$ cat src/rtl/foc_angle_sequencer.sv
// foc_angle_sequencer: per-PWM-event theta advance, sin/cos handshake and amplitude scaling to alpha/beta.
// Define FOC_ANGLE_SEQUENCER_RAMP_EN to slew the effective step by RAMP_RATE per accepted event.
module foc_angle_sequencer #(
  parameter int PHASE_PI     = 102943,
  parameter int WAIT_TIMEOUT = 63,
  parameter int RAMP_RATE    = 1
) (
  input  logic        clk,
  input  logic        rstn,
  input  logic        enable,
  input  logic        pwm_event,
  input  logic [17:0] step,
  input  logic [15:0] amp,
  output logic [17:0] theta_tdata,
  output logic        theta_tvalid,
  input  logic [33:0] sin_cos_tdata,
  input  logic        sin_cos_tvalid,
  output logic [31:0] alpha_beta_tdata,
  output logic        alpha_beta_tvalid,
  output logic        busy,
  output logic        overrun,
  output logic        fault
);
  typedef enum logic [2:0] {IDLE, ISSUE, WAIT, SCALE, OUT} state_e;
  localparam int CW = $clog2(WAIT_TIMEOUT + 1);
  localparam logic signed [18:0] PI  = 19'(PHASE_PI);
  localparam logic signed [18:0] PI2 = 19'(2 * PHASE_PI);
  if (RAMP_RATE < 0 || WAIT_TIMEOUT < 1 || PHASE_PI < 1) begin : g_bad_params
    $error("foc_angle_sequencer: invalid parameters");
  end
  state_e state_q, state_d;
  logic [17:0] theta_q, theta_d, step_eff;
  logic [CW-1:0] cnt_q, cnt_d;
  logic [33:0] sc_q, sc_d;
  logic [31:0] ab_q, ab_d;
  logic fault_q, fault_d, overrun_q, overrun_d;
  logic accept, timeout;
  logic signed [18:0] sum, wrapped;
  logic signed [33:0] prod_a, prod_b;
  function automatic logic [15:0] sat16(input logic signed [33:0] p);
    logic signed [18:0] s;
    s = p[33:15];
    return s > 19'sd32767 ? 16'h7fff : s < -19'sd32768 ? 16'h8000 : s[15:0];
  endfunction
  assign accept  = state_q == IDLE && pwm_event && enable && !fault_q;
  assign timeout = cnt_q == CW'(WAIT_TIMEOUT - 1);
  assign sum     = {theta_q[17], theta_q} + {step_eff[17], step_eff};
  assign wrapped = sum > PI ? sum - PI2 : sum < -PI ? sum + PI2 : sum;
  // amp is unsigned, so widen it with a zero sign bit before the signed multiply
  assign prod_a  = $signed(sc_q[16:0]) * $signed({1'b0, amp});
  assign prod_b  = $signed(sc_q[33:17]) * $signed({1'b0, amp});
`ifdef FOC_ANGLE_SEQUENCER_RAMP_EN
  localparam logic signed [18:0] RR = 19'(RAMP_RATE);
  logic [17:0] step_eff_q;
  logic signed [18:0] diff;
  assign diff     = {step[17], step} - {step_eff_q[17], step_eff_q};
  assign step_eff = diff > RR ? step_eff_q + RR[17:0] : diff < -RR ? step_eff_q - RR[17:0] : step;
  always_ff @(posedge clk or negedge rstn)
    if (!rstn) step_eff_q <= '0;
    else if (accept) step_eff_q <= step_eff;
`else
  assign step_eff = step;
`endif
  always_comb begin
    state_d   = state_q;
    theta_d   = accept ? wrapped[17:0] : theta_q;
    cnt_d     = '0;
    sc_d      = sc_q;
    ab_d      = ab_q;
    fault_d   = fault_q;
    overrun_d = pwm_event && enable && state_q != IDLE;
    if (!enable) begin
      state_d = IDLE;
      fault_d = 1'b0;
    end else begin
      case (state_q)
        IDLE:  state_d = accept ? ISSUE : IDLE;
        ISSUE: state_d = WAIT;
        WAIT: begin
          cnt_d   = cnt_q + 1'b1;
          sc_d    = sin_cos_tvalid ? sin_cos_tdata : sc_q;
          state_d = sin_cos_tvalid ? SCALE : timeout ? IDLE : WAIT;
          fault_d = fault_q | (!sin_cos_tvalid && timeout);
        end
        SCALE: begin
          ab_d    = {sat16(prod_a), sat16(prod_b)};
          state_d = OUT;
        end
        OUT:     state_d = IDLE;
        default: state_d = IDLE;
      endcase
    end
  end
  always_ff @(posedge clk or negedge rstn)
    if (!rstn) begin
      state_q   <= IDLE;
      theta_q   <= '0;
      cnt_q     <= '0;
      sc_q      <= '0;
      ab_q      <= '0;
      fault_q   <= 1'b0;
      overrun_q <= 1'b0;
    end else begin
      state_q   <= state_d;
      theta_q   <= theta_d;
      cnt_q     <= cnt_d;
      sc_q      <= sc_d;
      ab_q      <= ab_d;
      fault_q   <= fault_d;
      overrun_q <= overrun_d;
    end
  assign theta_tdata       = theta_q;
  assign theta_tvalid      = state_q == ISSUE && enable;
  assign alpha_beta_tdata  = ab_q;
  assign alpha_beta_tvalid = state_q == OUT && enable;
  assign busy              = state_q != IDLE;
  assign overrun           = overrun_q;
  assign fault             = fault_q;
endmodule
$ cat config.mk
export PLATFORM = sky130hd
export DESIGN_NAME = foc_angle_sequencer
export DESIGN_NICKNAME = d
export VERILOG_FILES = /design/src/rtl/foc_angle_sequencer.sv
export SDC_FILE = /design/constraint.sdc
export NUM_CORES = 2
export LEC_CHECK = 0
export ABC_AREA = 0
export CAP_MARGIN = 25
export CORE_ASPECT_RATIO = 0.6
export CORE_MARGIN = 8
export CORE_UTILIZATION = 45
export CTS_CLUSTER_DIAMETER = 60
export CTS_CLUSTER_SIZE = 12
export DETAILED_ROUTE_END_ITERATION = 16
export DONT_BUFFER_PORTS = 1
export PLACE_DENSITY_LB_ADDON = 0.2
export SLEW_MARGIN = 20
export SYNTH_ARGS = -nofsm -noshare
export SYNTH_HDL_FRONTEND = slang
export SYNTH_SLANG_ARGS = --single-unit
$ cat constraint.sdc
create_clock -name clk -period 11.7 [get_ports clk]
set_clock_uncertainty 0.15 [all_clocks]
set_input_delay 3.51 -clock clk [delete_from_list [all_inputs] [get_ports clk]]
set_output_delay 3.51 -clock clk [all_outputs]
set_load 0.02 [all_outputs]
**Word-level counts from Yosys, hierarchy flattened**

Cells that the tools add are included.

- Register bits: 95
- Bits of input ports: 73
- Output and inout port bits: 55

- $add $sub $neg: 4
- $mul: 2
- Order comparisons: 6
- Equal/unequal tests: 6
- Muxes and demuxes: 15
- Bitwise logic cells: 1
- Reductions and logical operators: 14

Operators with widths:

| kind | number |
|---|---|
| $mul A17 B17 Y34 | 2 |
| $mux W16 | 4 |
| $gt A19 B16 Y1 const B | 2 |
| $lt A19 B16 Y1 const B | 2 |
| $mux W18 | 2 |
| $add A18 B18 Y19 | 1 |
| $gt A19 B18 Y1 const B | 1 |
| $lt A19 B18 Y1 const B | 1 |
| $add A18 B17 Y18 const B | 1 |
| $sub A18 B17 Y18 const B | 1 |
| $mux W6 | 2 |
| $pmux W3 S4 | 1 |
| $logic_and A1 B1 Y1 | 8 |
| $add A6 B1 Y6 const B | 1 |
| $eq A3 B2 Y1 const B | 2 |
| $eq A6 B6 Y1 const B | 1 |
| $mux W2 | 2 |
| $eq A3 B1 Y1 const B | 1 |
| $eq A3 B3 Y1 const B | 1 |
| $logic_not A3 Y1 | 1 |
| $mux W1 | 3 |
| $mux W3 | 1 |
| $reduce_and A3 Y1 | 1 |
| $reduce_bool A3 Y1 | 1 |
| other kinds (4) | 5 |

**Logic depth before layout (Yosys ltp)**

- Depth in word-level cells: 7
- Gate-level depth with buffers: 26
- Depth with buffers taken out: 24

**Least setup slack after synthesis**

No wires, ideal clock.

- Path kind: input-to-reg
- From: input port amp[8]
- To: register ab_q[10] (netlist: alpha_beta_tdata[10])
- Setup time: 0.126 ns
- Arrival time: 9.802 ns
- Data required time: 11.424 ns
- Path slack: 1.622 ns
- Stages: 24
- Buffers on the path: 3
- Cells stage by stage: clkbuf_1 clkbuf_1 nand2_1 fa_1 inv_1 fa_1 fa_1 fa_1 fa_1 inv_1 fa_1 inv_1 ha_1 a21o_1 a21o_1 a21o_1 or3_1 o22ai_1 o31ai_1 a221oi_1 xnor2_1 a32o_1 buf_2 a221o_1

- Longest elaborated chain between the ends: 4

Ends and longest elaborated chain:

| what | RTL line | source |
|---|---|---|
| from (decl) | 13 | `input logic [15:0] amp,` |
| $mul A17 B17 Y34 (*) | 51 | `assign prod_b = $signed(sc_q[33:17]) * $signed({1'b0, amp});` |
| $lt A19 B16 Y1 | 43 | `return s > 19'sd32767 ? 16'h7fff : s < -19'sd32768 ? 16'h8000 : s[15:0];` |
| $mux W16 | 43 |  |
| $mux W16 (*) | 43 |  |
| to (signal assigned) | 100 | `ab_q <= '0;` |
| to (signal assigned) | 108 | `ab_q <= ab_d;` |
| to (decl) | 35 | `logic [31:0] ab_q, ab_d;` |

Mark *: on every way between the ends. The rest lies on a longest branch, timed or not.
A chain may end at the register's enable or synchronous reset.

**Worst setup path in the final report**

- From: input port amp[11]
- To: register ab_q[2] (netlist: alpha_beta_tdata[2])

Same word-level chain as after synthesis.

==> results.cfg <==
[run_status]
outcome = completed

[cts]
clk_pin_slew_ns = 0.07
clk_latency_ns = 0.40
root_buffer = clkbuf_16
cts_repair_resize_count = 0
clk_path_buf_depth = 2
post_cts_buffers = 0
cts_hold_buffers = 0
cts.sinks = 95
cts_made_buffers = 9
htree_levels = 3
cts_tree = built

[flow_run]
cap_violations = 0

[synthesis]
synth_fa_ha_area_frac = 0.520
synth_top_family_by_area = adder cells
syn_area_um2 = 26000
yosys_most_used_dff = dfrtp_1
avgSynthCellArea_um2 = 9.16
synth_mux_area_frac = 0.0163
synth-xor-area-share = 0.0211
syn_inst = 2839
ys_top_cells_by_area = fa_1 43%, inv_1 10%, ha_1 9.3%, dfrtp_1 9.1%, nand2_1 5.8%
ys_types = 89
synth_top_area_share = 0.427
ys_ff_latch = 95
async_reset_ff_frac = 1.00
synth-simple-area-share = 0.149
yosysWarnings = 0
synth_compound_area_frac = 0.0824
synth-edff-count = 0
synth_common_cells = 708 x inv_1, 555 x fa_1, 399 x nand2_1
synth.largest_area_cell = fa_1
synth-seq-area-share = 0.0915
syn_nets = 3660
synth_most_common_cell = inv_1

[drt]
antenna_left = 0
routed_wl_mm = 64.0
drtIter0Drc = 1117
vias = 18600
avgRoutedWirePerCell_um = 18.2
dr.pass1.iters = 5
remaining_drc_errors = 0
via_per_inst = 5.29

[hold_path]
min_path_type = flop to flop

[critical_path]
endpoint_kind = flop
crit_arrival_ns = 10.33
cp_max_fo = 34
cp-start-kind = input pin
critPathRequiredTime_ns = 11.89
critical_path_class = input pin to flop

[cells_and_area]
drive_above_1_share = 0.0316
diodes = 0
areaGrowthSynthToFinish_pct = 3.34
multi_input_area_um2 = 20500
nets = 3566
regArea_um2 = 2380
num-fill-cells = 5545

[grt]
grtUsageTotal = 0.204
grt_max_degree = 96
grt_overflow = 0
antenna_found_initial = 0
grt_pass1_vias = 20100
grt_pass1_wl_mm = 108

[sta]
slew_headroom = 0.246
worst_pin_slew_ns = 1.13
tns_ns = 0
grt_setup_unrepaired = false
hold_violations = 0
fin_crit_sh = 0.867
slew_violations = 0
fin_crit_ns = 10.14
fmax_ghz = 0.0986
setup_violations = 0

[floorplan]
rows = 68
dieArea_um2 = 66000
die_height_um = 202
initial_core_util = 0.454
ios = 128
die_x_um = 326
core_area_um2 = 57300

[place]
numPortBuffers = 0
dpl.hpwl_mm = 51.0
gp_congestion = 0.891
==> kinds of logic (layout without fill, tap and decap cells) <==
logic type,Yosys count,in the layout
simple gates,803,803
buf+inv,815,726
fa+ha+maj,748,748
flops,95,95
mux,38,38
xor+xnor,61,61
compound gates,279,279
==> final cells by class <==
| cell class | count | share of cell area |
|---|---|---|
| clock inverter | 7 | 0.00312 |
| tap | 770 | 0.0359 |
| inverter | 708 | 0.0989 |
| sequential | 95 | 0.0885 |
| multi-input combinational | 1929 | 0.765 |
| clock buffer | 9 | 0.00838 |
| timing repair buffer | 2 | 0.000559 |
==> stage by stage <==
step           hold slack [ns]  utilization  worst slack (ns)  cell area (µm²)  cells
2_1_floorplan            0.305            -              1.62            26000   2839
3_3_place_gp             0.325        0.464              1.27            26500   3504
3_5_place_dp             0.330        0.464              1.14            26500   3504
4_1_cts                  0.340        0.469              1.57            26900   3520
5_1_grt                  0.390        0.469              1.11            26900   3520
6_report                 0.342        0.469              1.56            26900   3520
==> layer usage <==
layer  GRT usage  part of all wire  vias up
li1            -                 -     8405
met1       0.305              0.48     9649
met2       0.311              0.44      502
met3      0.0383             0.066       56
met4      0.0338             0.013        0
met5           0                 0        -
==> flip-flops by register name (all words and copies together) (netlist names) <==
register,cells
sc_q,34
alpha_beta_tdata,32
theta_tdata,18
cnt_q,6
state_q,3
fault,1
overrun,1
==> layout by cell type, fill, tap and decap left out, types with 5 or more instances in the layout <==
master     netlist  layout
xor2_1          18      18
nand3_1         21      19
o31ai_1         10      10
o211ai_1        13      13
nand2_1        399     399
o21ai_0         33      33
nor2b_1         12      12
a21oi_1         62      62
nand2b_1         9       9
nand4_1         10      10
a311oi_1         5       5
dfrtp_1         95      95
a211o_1          6       6
a221o_1         31      31
mux2_2          34      34
or3_1            9       9
fa_1           555     555
nor3b_1          6       6
nor3_1          12      11
and2_1         219     219
nor2_1          65      65
a21o_1          23      23
o21bai_1         6       6
ha_1           193     193
clkbuf_16        0       9
and3_1          15      15
xnor2_1         41      41
inv_1          708     708
a211oi_1         9       9
o21a_1          14      14
or2_2            5       5
==> path summary, 6_finish.rpt <==
| kind | from | to | slack [ns] | cells after the start |
|---|---|---|---|---|
| worst max-delay path | amp[11] | alpha_beta_tdata[2] | 1.56 | 22 |
| worst min register to register | cnt_q[0] | cnt_q[0] | 0.34 | 1 |
| worst min-delay path | cnt_q[0] | cnt_q[0] | 0.34 | 1 |
| max in group asynchronous | rstn | sc_q[17] | 8.58 | 0 |
| min in group asynchronous | rstn | alpha_beta_tdata[29] | 2.66 | 0 |
| worst max register to register | sc_q[25] | alpha_beta_tdata[2] | 3.69 | 21 |
==> critical path, stage by stage <==
cell and delay [ns]:
and2_1 0.16, fa_1 0.53, inv_1 0.05, fa_1 0.54, inv_1 0.05, fa_1 0.51, fa_1 0.44, fa_1 0.49
inv_1 0.05, fa_1 0.48, inv_1 0.04, ha_1 0.34, a21o_1 0.14, a21oi_1 0.07, o21ai_0 0.60, or3_1 0.21
o22ai_1 0.16, o31ai_1 0.58, a31oi_1 0.20, xnor2_1 0.23, a32o_1 0.66, a221o_1 0.26
Power is not shown: default switching activity piles up to over one toggle a cycle in this logic, so the estimate is an artifact.
